### src/rtl/cache_controller_if.sv
// cache_controller_if: bundles every non-clock signal of the cache controller.
//   CPU side   : cpu_valid/cpu_ready request handshake, cpu_we, cpu_addr,
//                cpu_wdata, cpu_rdata/cpu_done/cpu_err completion.
//   Cache side : c_read/c_write/c_write_line strobes, c_address, c_data_i,
//                c_line_i toward the array; c_data_o, c_hit, c_miss back.
//   Memory side: mem_req/mem_we/mem_addr/mem_wdata out, mem_rline/mem_ack in.
//   Statistics : stat_clr in, hit_cnt/miss_cnt out.
// Modports:
//   master - the controller, which masters the cache array and memory port.
//   slave  - the environment (CPU, cache array, memory) around it.
interface cache_controller_if #(
  parameter int BLOCK_SIZE             = 32,
  parameter int NUM_OF_BLOCKS_PER_LINE = 4,
  parameter int ADDRESS_SIZE           = 32
);
  localparam int LINE_W = NUM_OF_BLOCKS_PER_LINE * BLOCK_SIZE;

  logic                    cpu_valid;
  logic                    cpu_ready;
  logic                    cpu_we;
  logic [ADDRESS_SIZE-1:0] cpu_addr;
  logic [BLOCK_SIZE-1:0]   cpu_wdata;
  logic [BLOCK_SIZE-1:0]   cpu_rdata;
  logic                    cpu_done;
  logic                    cpu_err;

  logic                    c_read;
  logic                    c_write;
  logic                    c_write_line;
  logic [ADDRESS_SIZE-1:0] c_address;
  logic [BLOCK_SIZE-1:0]   c_data_i;
  logic [LINE_W-1:0]       c_line_i;
  logic [BLOCK_SIZE-1:0]   c_data_o;
  logic                    c_hit;
  logic                    c_miss;

  logic                    mem_req;
  logic                    mem_we;
  logic [ADDRESS_SIZE-1:0] mem_addr;
  logic [BLOCK_SIZE-1:0]   mem_wdata;
  logic [LINE_W-1:0]       mem_rline;
  logic                    mem_ack;

  logic                    stat_clr;
  logic [15:0]             hit_cnt;
  logic [15:0]             miss_cnt;

  modport master (
    input  cpu_valid, cpu_we, cpu_addr, cpu_wdata,
    output cpu_ready, cpu_rdata, cpu_done, cpu_err,
    output c_read, c_write, c_write_line, c_address, c_data_i, c_line_i,
    input  c_data_o, c_hit, c_miss,
    output mem_req, mem_we, mem_addr, mem_wdata,
    input  mem_rline, mem_ack,
    input  stat_clr,
    output hit_cnt, miss_cnt
  );

  modport slave (
    output cpu_valid, cpu_we, cpu_addr, cpu_wdata,
    input  cpu_ready, cpu_rdata, cpu_done, cpu_err,
    input  c_read, c_write, c_write_line, c_address, c_data_i, c_line_i,
    output c_data_o, c_hit, c_miss,
    input  mem_req, mem_we, mem_addr, mem_wdata,
    output mem_rline, mem_ack,
    output stat_clr,
    input  hit_cnt, miss_cnt
  );
endinterface

### src/rtl/cache_controller.sv
// cache_controller: sequences single-word CPU loads/stores onto a direct-mapped
// cache array and its backing memory. Write-through, no-write-allocate; read
// misses refill a whole line. Every store is preceded by a lookup because the
// array only checks the valid bit on writes, not the tag.
// Ports:
//   clk, rst_n   - clock, asynchronous active-low reset
//   bus_if       - cache_controller_if.master (CPU, cache, memory, statistics)
//   dbg_state_o  - current FSM state, for observation only
// Handshake: a CPU request is taken in the cycle where cpu_valid & cpu_ready;
// cpu_ready is high only in IDLE. Completion is a one-cycle cpu_done pulse,
// qualified by cpu_err (memory timeout). mem_req is held until a one-cycle
// mem_ack or until MEM_TIMEOUT cycles pass without one.
module cache_controller #(
  parameter int BLOCK_SIZE             = 32,
  parameter int NUM_OF_BLOCKS_PER_LINE = 4,
  parameter int ADDRESS_SIZE           = 32,
  parameter int MEM_TIMEOUT            = 255
) (
  input  logic                clk,
  input  logic                rst_n,
  cache_controller_if.master  bus_if,
  output logic [2:0]          dbg_state_o
);
  localparam int LINE_W = NUM_OF_BLOCKS_PER_LINE * BLOCK_SIZE;
  localparam int OFF_W  = $clog2(NUM_OF_BLOCKS_PER_LINE);
  localparam int TO_W   = $clog2(MEM_TIMEOUT + 1);

  typedef enum logic [2:0] {
    S_IDLE, S_LOOKUP, S_CHECK, S_REFILL, S_FILL, S_MEMWR, S_RESP
  } state_t;

  state_t                  state_q, state_d;
  logic                    we_q, we_d;
  logic [ADDRESS_SIZE-1:0] addr_q, addr_d;
  logic [BLOCK_SIZE-1:0]   wdata_q, wdata_d;
  logic [BLOCK_SIZE-1:0]   rdata_q, rdata_d;
  logic [LINE_W-1:0]       line_q, line_d;
  logic                    pend_q, pend_d;   // cache word write owed in MEMWR
  logic                    err_q, err_d;     // memory timed out this request
  logic [TO_W-1:0]         to_cnt_q, to_cnt_d;
  logic [15:0]             hit_cnt_q, hit_cnt_d;
  logic [15:0]             miss_cnt_q, miss_cnt_d;
  logic                    lookup_hit;
  logic                    mem_timeout;

  assign lookup_hit  = bus_if.c_hit & ~bus_if.c_miss;
  // Last no-ack cycle: mem_req has then been high for MEM_TIMEOUT cycles.
  assign mem_timeout = (to_cnt_q == TO_W'(MEM_TIMEOUT - 1));

  always_comb begin
    state_d    = state_q;
    we_d       = we_q;
    addr_d     = addr_q;
    wdata_d    = wdata_q;
    rdata_d    = rdata_q;
    line_d     = line_q;
    pend_d     = pend_q;
    err_d      = err_q;
    to_cnt_d   = to_cnt_q;
    hit_cnt_d  = hit_cnt_q;
    miss_cnt_d = miss_cnt_q;

    bus_if.cpu_ready    = 1'b0;
    bus_if.cpu_done     = 1'b0;
    bus_if.cpu_err      = 1'b0;
    bus_if.c_read       = 1'b0;
    bus_if.c_write      = 1'b0;
    bus_if.c_write_line = 1'b0;
    bus_if.c_data_i     = '0;
    bus_if.c_line_i     = '0;
    bus_if.mem_req      = 1'b0;
    bus_if.mem_we       = 1'b0;
    bus_if.mem_addr     = '0;
    bus_if.mem_wdata    = '0;

    case (state_q)
      S_IDLE: begin
        bus_if.cpu_ready = 1'b1;
        if (bus_if.cpu_valid) begin
          we_d    = bus_if.cpu_we;
          addr_d  = bus_if.cpu_addr;
          wdata_d = bus_if.cpu_wdata;
          pend_d  = 1'b0;
          err_d   = 1'b0;
          state_d = S_LOOKUP;
        end
      end
      S_LOOKUP: begin
        bus_if.c_read = 1'b1;
        state_d       = S_CHECK;
      end
      S_CHECK: begin
        // Lookup result is registered in the array: valid only this cycle.
        to_cnt_d = '0;
        if (lookup_hit) begin
          if (hit_cnt_q != 16'hFFFF) hit_cnt_d = hit_cnt_q + 16'd1;
        end else begin
          if (miss_cnt_q != 16'hFFFF) miss_cnt_d = miss_cnt_q + 16'd1;
        end
        if (we_q) begin
          pend_d  = lookup_hit;   // only update the array if the tag matched
          state_d = S_MEMWR;
        end else if (lookup_hit) begin
          rdata_d = bus_if.c_data_o;
          state_d = S_RESP;
        end else begin
          state_d = S_REFILL;
        end
      end
      S_REFILL: begin
        bus_if.mem_req  = 1'b1;
        bus_if.mem_addr = {addr_q[ADDRESS_SIZE-1:OFF_W], {OFF_W{1'b0}}};
        if (bus_if.mem_ack) begin
          line_d  = bus_if.mem_rline;
          state_d = S_FILL;
        end else if (mem_timeout) begin
          err_d   = 1'b1;
          state_d = S_RESP;
        end else begin
          to_cnt_d = to_cnt_q + 1'b1;
        end
      end
      S_FILL: begin
        bus_if.c_write_line = 1'b1;
        bus_if.c_line_i     = line_q;
        rdata_d = line_q[int'(addr_q[OFF_W-1:0]) * BLOCK_SIZE +: BLOCK_SIZE];
        state_d = S_RESP;
      end
      S_MEMWR: begin
        bus_if.mem_req   = 1'b1;
        bus_if.mem_we    = 1'b1;
        bus_if.mem_addr  = addr_q;
        bus_if.mem_wdata = wdata_q;
        if (pend_q) begin
          bus_if.c_write  = 1'b1;
          bus_if.c_data_i = wdata_q;
          pend_d          = 1'b0;
        end
        if (bus_if.mem_ack) begin
          state_d = S_RESP;
        end else if (mem_timeout) begin
          err_d   = 1'b1;
          state_d = S_RESP;
        end else begin
          to_cnt_d = to_cnt_q + 1'b1;
        end
      end
      S_RESP: begin
        bus_if.cpu_done = 1'b1;
        bus_if.cpu_err  = err_q;
        state_d         = S_IDLE;
      end
      default: state_d = S_IDLE;
    endcase

    // Clear wins over an increment landing in the same cycle.
    if (bus_if.stat_clr) begin
      hit_cnt_d  = '0;
      miss_cnt_d = '0;
    end
  end

  always_ff @(posedge clk or negedge rst_n) begin
    if (!rst_n) begin
      state_q    <= S_IDLE;
      we_q       <= 1'b0;
      addr_q     <= '0;
      wdata_q    <= '0;
      rdata_q    <= '0;
      line_q     <= '0;
      pend_q     <= 1'b0;
      err_q      <= 1'b0;
      to_cnt_q   <= '0;
      hit_cnt_q  <= '0;
      miss_cnt_q <= '0;
    end else begin
      state_q    <= state_d;
      we_q       <= we_d;
      addr_q     <= addr_d;
      wdata_q    <= wdata_d;
      rdata_q    <= rdata_d;
      line_q     <= line_d;
      pend_q     <= pend_d;
      err_q      <= err_d;
      to_cnt_q   <= to_cnt_d;
      hit_cnt_q  <= hit_cnt_d;
      miss_cnt_q <= miss_cnt_d;
    end
  end

  assign bus_if.c_address = addr_q;
  assign bus_if.cpu_rdata = rdata_q;
  assign bus_if.hit_cnt   = hit_cnt_q;
  assign bus_if.miss_cnt  = miss_cnt_q;
  assign dbg_state_o      = state_q;
endmodule

### src/flat_wrapper.sv
// flat-port wrapper written by rule: the top's interface ports become plain ports
module cache_controller_flat 
#(
  parameter int BLOCK_SIZE             = 32,
  parameter int NUM_OF_BLOCKS_PER_LINE = 4,
  parameter int ADDRESS_SIZE           = 32,
  parameter int MEM_TIMEOUT            = 255
)
  (clk, rst_n, dbg_state_o, bus_if_cpu_valid, bus_if_cpu_we, bus_if_cpu_addr, bus_if_cpu_wdata, bus_if_cpu_ready, bus_if_cpu_rdata, bus_if_cpu_done, bus_if_cpu_err, bus_if_c_read, bus_if_c_write, bus_if_c_write_line, bus_if_c_address, bus_if_c_data_i, bus_if_c_line_i, bus_if_c_data_o, bus_if_c_hit, bus_if_c_miss, bus_if_mem_req, bus_if_mem_we, bus_if_mem_addr, bus_if_mem_wdata, bus_if_mem_rline, bus_if_mem_ack, bus_if_stat_clr, bus_if_hit_cnt, bus_if_miss_cnt);
  cache_controller_if #(.BLOCK_SIZE(BLOCK_SIZE), .NUM_OF_BLOCKS_PER_LINE(NUM_OF_BLOCKS_PER_LINE), .ADDRESS_SIZE(ADDRESS_SIZE)) bus_if_i ();
  input  logic clk;
  input  logic rst_n;
  output logic [2:0] dbg_state_o;
  input wire logic [$bits(bus_if_i.cpu_valid)-1:0] bus_if_cpu_valid;
  input wire logic [$bits(bus_if_i.cpu_we)-1:0] bus_if_cpu_we;
  input wire logic [$bits(bus_if_i.cpu_addr)-1:0] bus_if_cpu_addr;
  input wire logic [$bits(bus_if_i.cpu_wdata)-1:0] bus_if_cpu_wdata;
  output wire logic [$bits(bus_if_i.cpu_ready)-1:0] bus_if_cpu_ready;
  output wire logic [$bits(bus_if_i.cpu_rdata)-1:0] bus_if_cpu_rdata;
  output wire logic [$bits(bus_if_i.cpu_done)-1:0] bus_if_cpu_done;
  output wire logic [$bits(bus_if_i.cpu_err)-1:0] bus_if_cpu_err;
  output wire logic [$bits(bus_if_i.c_read)-1:0] bus_if_c_read;
  output wire logic [$bits(bus_if_i.c_write)-1:0] bus_if_c_write;
  output wire logic [$bits(bus_if_i.c_write_line)-1:0] bus_if_c_write_line;
  output wire logic [$bits(bus_if_i.c_address)-1:0] bus_if_c_address;
  output wire logic [$bits(bus_if_i.c_data_i)-1:0] bus_if_c_data_i;
  output wire logic [$bits(bus_if_i.c_line_i)-1:0] bus_if_c_line_i;
  input wire logic [$bits(bus_if_i.c_data_o)-1:0] bus_if_c_data_o;
  input wire logic [$bits(bus_if_i.c_hit)-1:0] bus_if_c_hit;
  input wire logic [$bits(bus_if_i.c_miss)-1:0] bus_if_c_miss;
  output wire logic [$bits(bus_if_i.mem_req)-1:0] bus_if_mem_req;
  output wire logic [$bits(bus_if_i.mem_we)-1:0] bus_if_mem_we;
  output wire logic [$bits(bus_if_i.mem_addr)-1:0] bus_if_mem_addr;
  output wire logic [$bits(bus_if_i.mem_wdata)-1:0] bus_if_mem_wdata;
  input wire logic [$bits(bus_if_i.mem_rline)-1:0] bus_if_mem_rline;
  input wire logic [$bits(bus_if_i.mem_ack)-1:0] bus_if_mem_ack;
  input wire logic [$bits(bus_if_i.stat_clr)-1:0] bus_if_stat_clr;
  output wire logic [$bits(bus_if_i.hit_cnt)-1:0] bus_if_hit_cnt;
  output wire logic [$bits(bus_if_i.miss_cnt)-1:0] bus_if_miss_cnt;
  assign bus_if_i.cpu_valid = bus_if_cpu_valid;
  assign bus_if_i.cpu_we = bus_if_cpu_we;
  assign bus_if_i.cpu_addr = bus_if_cpu_addr;
  assign bus_if_i.cpu_wdata = bus_if_cpu_wdata;
  assign bus_if_cpu_ready = bus_if_i.cpu_ready;
  assign bus_if_cpu_rdata = bus_if_i.cpu_rdata;
  assign bus_if_cpu_done = bus_if_i.cpu_done;
  assign bus_if_cpu_err = bus_if_i.cpu_err;
  assign bus_if_c_read = bus_if_i.c_read;
  assign bus_if_c_write = bus_if_i.c_write;
  assign bus_if_c_write_line = bus_if_i.c_write_line;
  assign bus_if_c_address = bus_if_i.c_address;
  assign bus_if_c_data_i = bus_if_i.c_data_i;
  assign bus_if_c_line_i = bus_if_i.c_line_i;
  assign bus_if_i.c_data_o = bus_if_c_data_o;
  assign bus_if_i.c_hit = bus_if_c_hit;
  assign bus_if_i.c_miss = bus_if_c_miss;
  assign bus_if_mem_req = bus_if_i.mem_req;
  assign bus_if_mem_we = bus_if_i.mem_we;
  assign bus_if_mem_addr = bus_if_i.mem_addr;
  assign bus_if_mem_wdata = bus_if_i.mem_wdata;
  assign bus_if_i.mem_rline = bus_if_mem_rline;
  assign bus_if_i.mem_ack = bus_if_mem_ack;
  assign bus_if_i.stat_clr = bus_if_stat_clr;
  assign bus_if_hit_cnt = bus_if_i.hit_cnt;
  assign bus_if_miss_cnt = bus_if_i.miss_cnt;
  cache_controller #(.BLOCK_SIZE(BLOCK_SIZE), .NUM_OF_BLOCKS_PER_LINE(NUM_OF_BLOCKS_PER_LINE), .ADDRESS_SIZE(ADDRESS_SIZE), .MEM_TIMEOUT(MEM_TIMEOUT)) u_core (.clk(clk), .rst_n(rst_n), .bus_if(bus_if_i), .dbg_state_o(dbg_state_o));
endmodule
### config.mk
export PLATFORM = sky130hd
export DESIGN_NAME = cache_controller_flat
export DESIGN_NICKNAME = d
export VERILOG_FILES = /design/src/rtl/cache_controller_if.sv /design/src/rtl/cache_controller.sv /design/src/flat_wrapper.sv
export SDC_FILE = /design/constraint.sdc
export NUM_CORES = 1
export LEC_CHECK = 0
export CAP_MARGIN = 30
export CORE_AREA = 2 2 219 221
export DETAILED_ROUTE_END_ITERATION = 12
export DIE_AREA = 0 0 221 223
export SLEW_MARGIN = 20
export SYNTH_ARGS = -nofsm -noshare
export SYNTH_HDL_FRONTEND = slang
export SYNTH_SLANG_ARGS = --single-unit
### constraint.sdc
create_clock -name clk -period 6.1 [get_ports clk]
set_clock_uncertainty 0.2 [all_clocks]
set_input_delay 1.22 -clock clk [delete_from_list [all_inputs] [get_ports clk]]
set_output_delay 1.22 -clock clk [all_outputs]
set_load 0.02 [all_outputs]
==> out/metrics.cfg <==
[sta]
setup_viol = 0
hold_slack_ps = 301
tightest_slew_ps = 892
tns_ps = 0
fmax_mhz = 217
slew_headroom_pct = 40.5
fin_crit_sh_pct = 75.6
fin_ws_ps = 1490
hold_viol_final = 0
drv_slew = 0
grt_setup_unrepaired = false
period_minus_slack_ps = 4610

[cells_and_area]
fin_util_pct = 44.6
fillCellCount = 4455
final_cell_mix = clkdlybuf4s50_1 (561), dfrtp_1 (268), mux2_2 (205)
final_common_cell = clkdlybuf4s50_1
area_growth_pct = 54.9
drive_gt1_share_pct = 18.6
final-seq-area_um2 = 6760
design_area_um2 = 21000
finalNetCount = 1915
multi_input_area_um2 = 6460
final_cell_count_no_fill = 2320

[flow_run]
cap_violations = 0

[floorplan]
rows = 80
die_w_um = 221
ios = 563
fp.coreArea_um2 = 47100
fp.dieH_um = 223
start_util_pct = 28.8
die_area_um2 = 49300

[clock_network]
cts_max_path_buffers = 3
hold_buffers = 0
cts_buffers = 35
htreeDepth = 2
cts_tree = built
clkLatencyLatePin_ps = 520
cts_sinks = 270
ctsResizeCount = 0
clk_pin_slew_ps = 50
cts_setup_buffers = 0
clockRootBuffer = clkbuf_16

[global_routing]
grt_max_degree = 124
first_global_vias = 11700
grt_usage_pct = 19.4
grt_first_pass_wirelength_um = 74100
grt.overflow.total = 0
antenna_found_initial = 5

[logic_synthesis]
synth_cell_type_count = 47
synth_xor_area_share_pct = 0
synth_edf_count = 0
syn_inst = 1146
yosys_warnings = 0
synth-compound-area-share_pct = 4.82
yosysSeqAreaShare_pct = 49.8
synth_nets = 1382
synthesis.area_um2 = 13600
synth_seq_cells = 270
synthSimpleGateAreaFrac_pct = 17.3
async_flop_share_pct = 100
synth_top_family_by_area = multiplexers
synth_fa_ha_area_share_pct = 0.369
avgSynthCellArea_um2 = 11.8
synth_mux_area_share_pct = 25.0
synth_ff_type = dfrtp_1

[power]
power_density_nw_per_um2 = 458
cell_internal_pwr_mw = 6.16
p_comb_share_pct = 43.7
seq_power_share_pct = 34.4
finalPower_mw = 9.62
p_switching_mw = 3.45
p_leak_nw = 8.66
switching_share_pct = 35.9
pwr-share-clk_pct = 21.9
ir_worst_vdd_mv = 0.241

[detailed_routing]
wl_per_cell_um = 20.9
drt-initial-drc-count = 608
drc_errors = 0
num_vias = 11000
antenna_left = 0
totalWireLength_um = 48400
first_pass_iters = 4
routed_via_density = 4.76

[min_path]
hold_path_class = flip-flop to flip-flop

[place]
io_buffers = 562
finalWeightedCongestion = 0.852
dp_hpwl_um = 35500
post-place-cells = 2255
placed_cell_area_um2 = 19800
dpl_worst_slack_ps = 2030

[worst_setup_path]
cp_max_fo = 106
crit_type = flip-flop to primary output
startpoint_type = flip-flop
cp.arrival_ps = 3190
slowest_delay_ps = 640
crit_required_ps = 4680
cp-end-kind = primary output
cpMaxStageDelayCell = dfrtp_1
worstPathCellList = or3b_4 -> inv_2 -> buf_12 -> and2_1 -> clkdlybuf4s50_1

[status]
status = complete, no violations

-- final cells by class --
type / instances / share of cell area [%]
Antenna cell: 4 / 0.0476
Clock inverter: 9 / 0.828
Tap cell: 615 / 3.66
Multi-Input combinational cell: 780 / 30.7
Inverter: 11 / 0.196
Clock buffer: 50 / 4.67
Sequential cell: 270 / 32.2
Timing Repair Buffer: 581 / 27.7
-- routing by layer --
metal | share of wire [%] | up-vias | wire length [um] | GRT usage [%]
met1 | 41 | 5492 | 19900 | 23.8
met2 | 49 | 338 | 23900 | 32.5
li1 | - | 5132 | - | -
met5 | 0.023 | - | 11 | 0
met4 | 3.1 | 2 | 1500 | 7.27
met3 | 6.4 | 83 | 3090 | 5.33
-- kinds of logic (layout without fill, tap and decap cells) --
kind of cell,count (synthesis),after routing
buffers and inverters,96,651
AO/OA/AOI/OAI,107,107
flip-flops,270,270
AND/OR/NAND/NOR,396,396
other,0,4
multiplexers,273,273
adder cells (fa/ha/maj),4,4
-- worst max-delay path: cells and delay by family, from the launching register on --
kind	cells	cell delay, ps
flip-flops	1	640
AND/OR/NAND/NOR	2	690
buffers and inverters	3	1260
-- flip-flops by register name, indices dropped and copies added (netlist names), 3 cells and up --
| signal | cells |
|---|---|
| u_core.line_q | 128 |
| u_core.to_cnt_q | 8 |
| u_core.bus_if.hit_cnt | 16 |
| u_core.bus_if.c_address | 32 |
| u_core.bus_if.miss_cnt | 16 |
| u_core.dbg_state_o | 3 |
| u_core.bus_if.cpu_rdata | 32 |
| u_core.wdata_q | 32 |
-- cells in the mapped netlist (all sizes together) (9+ instances only) --
| cell | instances | area share (%) |
|---|---|---|
| mux2i | 36 | 2.7 |
| nand2b | 9 | 0.42 |
| a21oi | 59 | 2.2 |
| nor3 | 9 | 0.33 |
| mux4 | 32 | 5.3 |
| mux2 | 205 | 17 |
| o31ai | 17 | 0.98 |
| nor2b | 14 | 0.65 |
| inv | 11 | 0.30 |
| dfrtp | 270 | 50 |
| nand2 | 14 | 0.39 |
| and3 | 41 | 1.9 |
| nand4 | 16 | 0.74 |
| and2 | 200 | 9.2 |
| buf | 18 | 0.59 |
| nand3 | 9 | 0.33 |
| nor2 | 51 | 1.4 |
| clkbuf | 67 | 1.9 |
| or4 | 14 | 0.77 |
-- path summary, 6_finish.rpt --
| path | slack [ps] | end | from | cells after the start |
|---|---|---|---|---|
| max in group asynchronous | 3820 | u_core.bus_if.miss_cnt[11]$_DFFE_PN0P_ | rst_n | 2 |
| hold reg to reg | 300 | u_core.err_q$_DFFE_PN0P_ | u_core.err_q$_DFFE_PN0P_ | 2 |
| min in group asynchronous | 530 | u_core.line_q[33]$_DFFE_PN0P_ | rst_n | 1 |
| setup reg to reg | 3090 | u_core.line_q[5]$_DFFE_PN0P_ | u_core.dbg_state_o[1]$_DFFE_PN0P_ | 5 |
| hold / removal | 300 | u_core.err_q$_DFFE_PN0P_ | u_core.err_q$_DFFE_PN0P_ | 2 |
| setup / recovery | 1490 | bus_if_c_line_i[104] | u_core.dbg_state_o[2]$_DFFE_PN0P_ | 5 |
-- power groups by stage --
stage	clock (mW)	combinational (mW)	sequential, mW
after global routing	2.26	4.48	3.42
after floorplan	0	2.35	3.25
after detailed placement	0	4.21	3.34
final	2.11	4.20	3.31
after CTS	2.19	4.23	3.32
after global placement	0	4.18	3.32
Power figures use the tool's default switching activity.
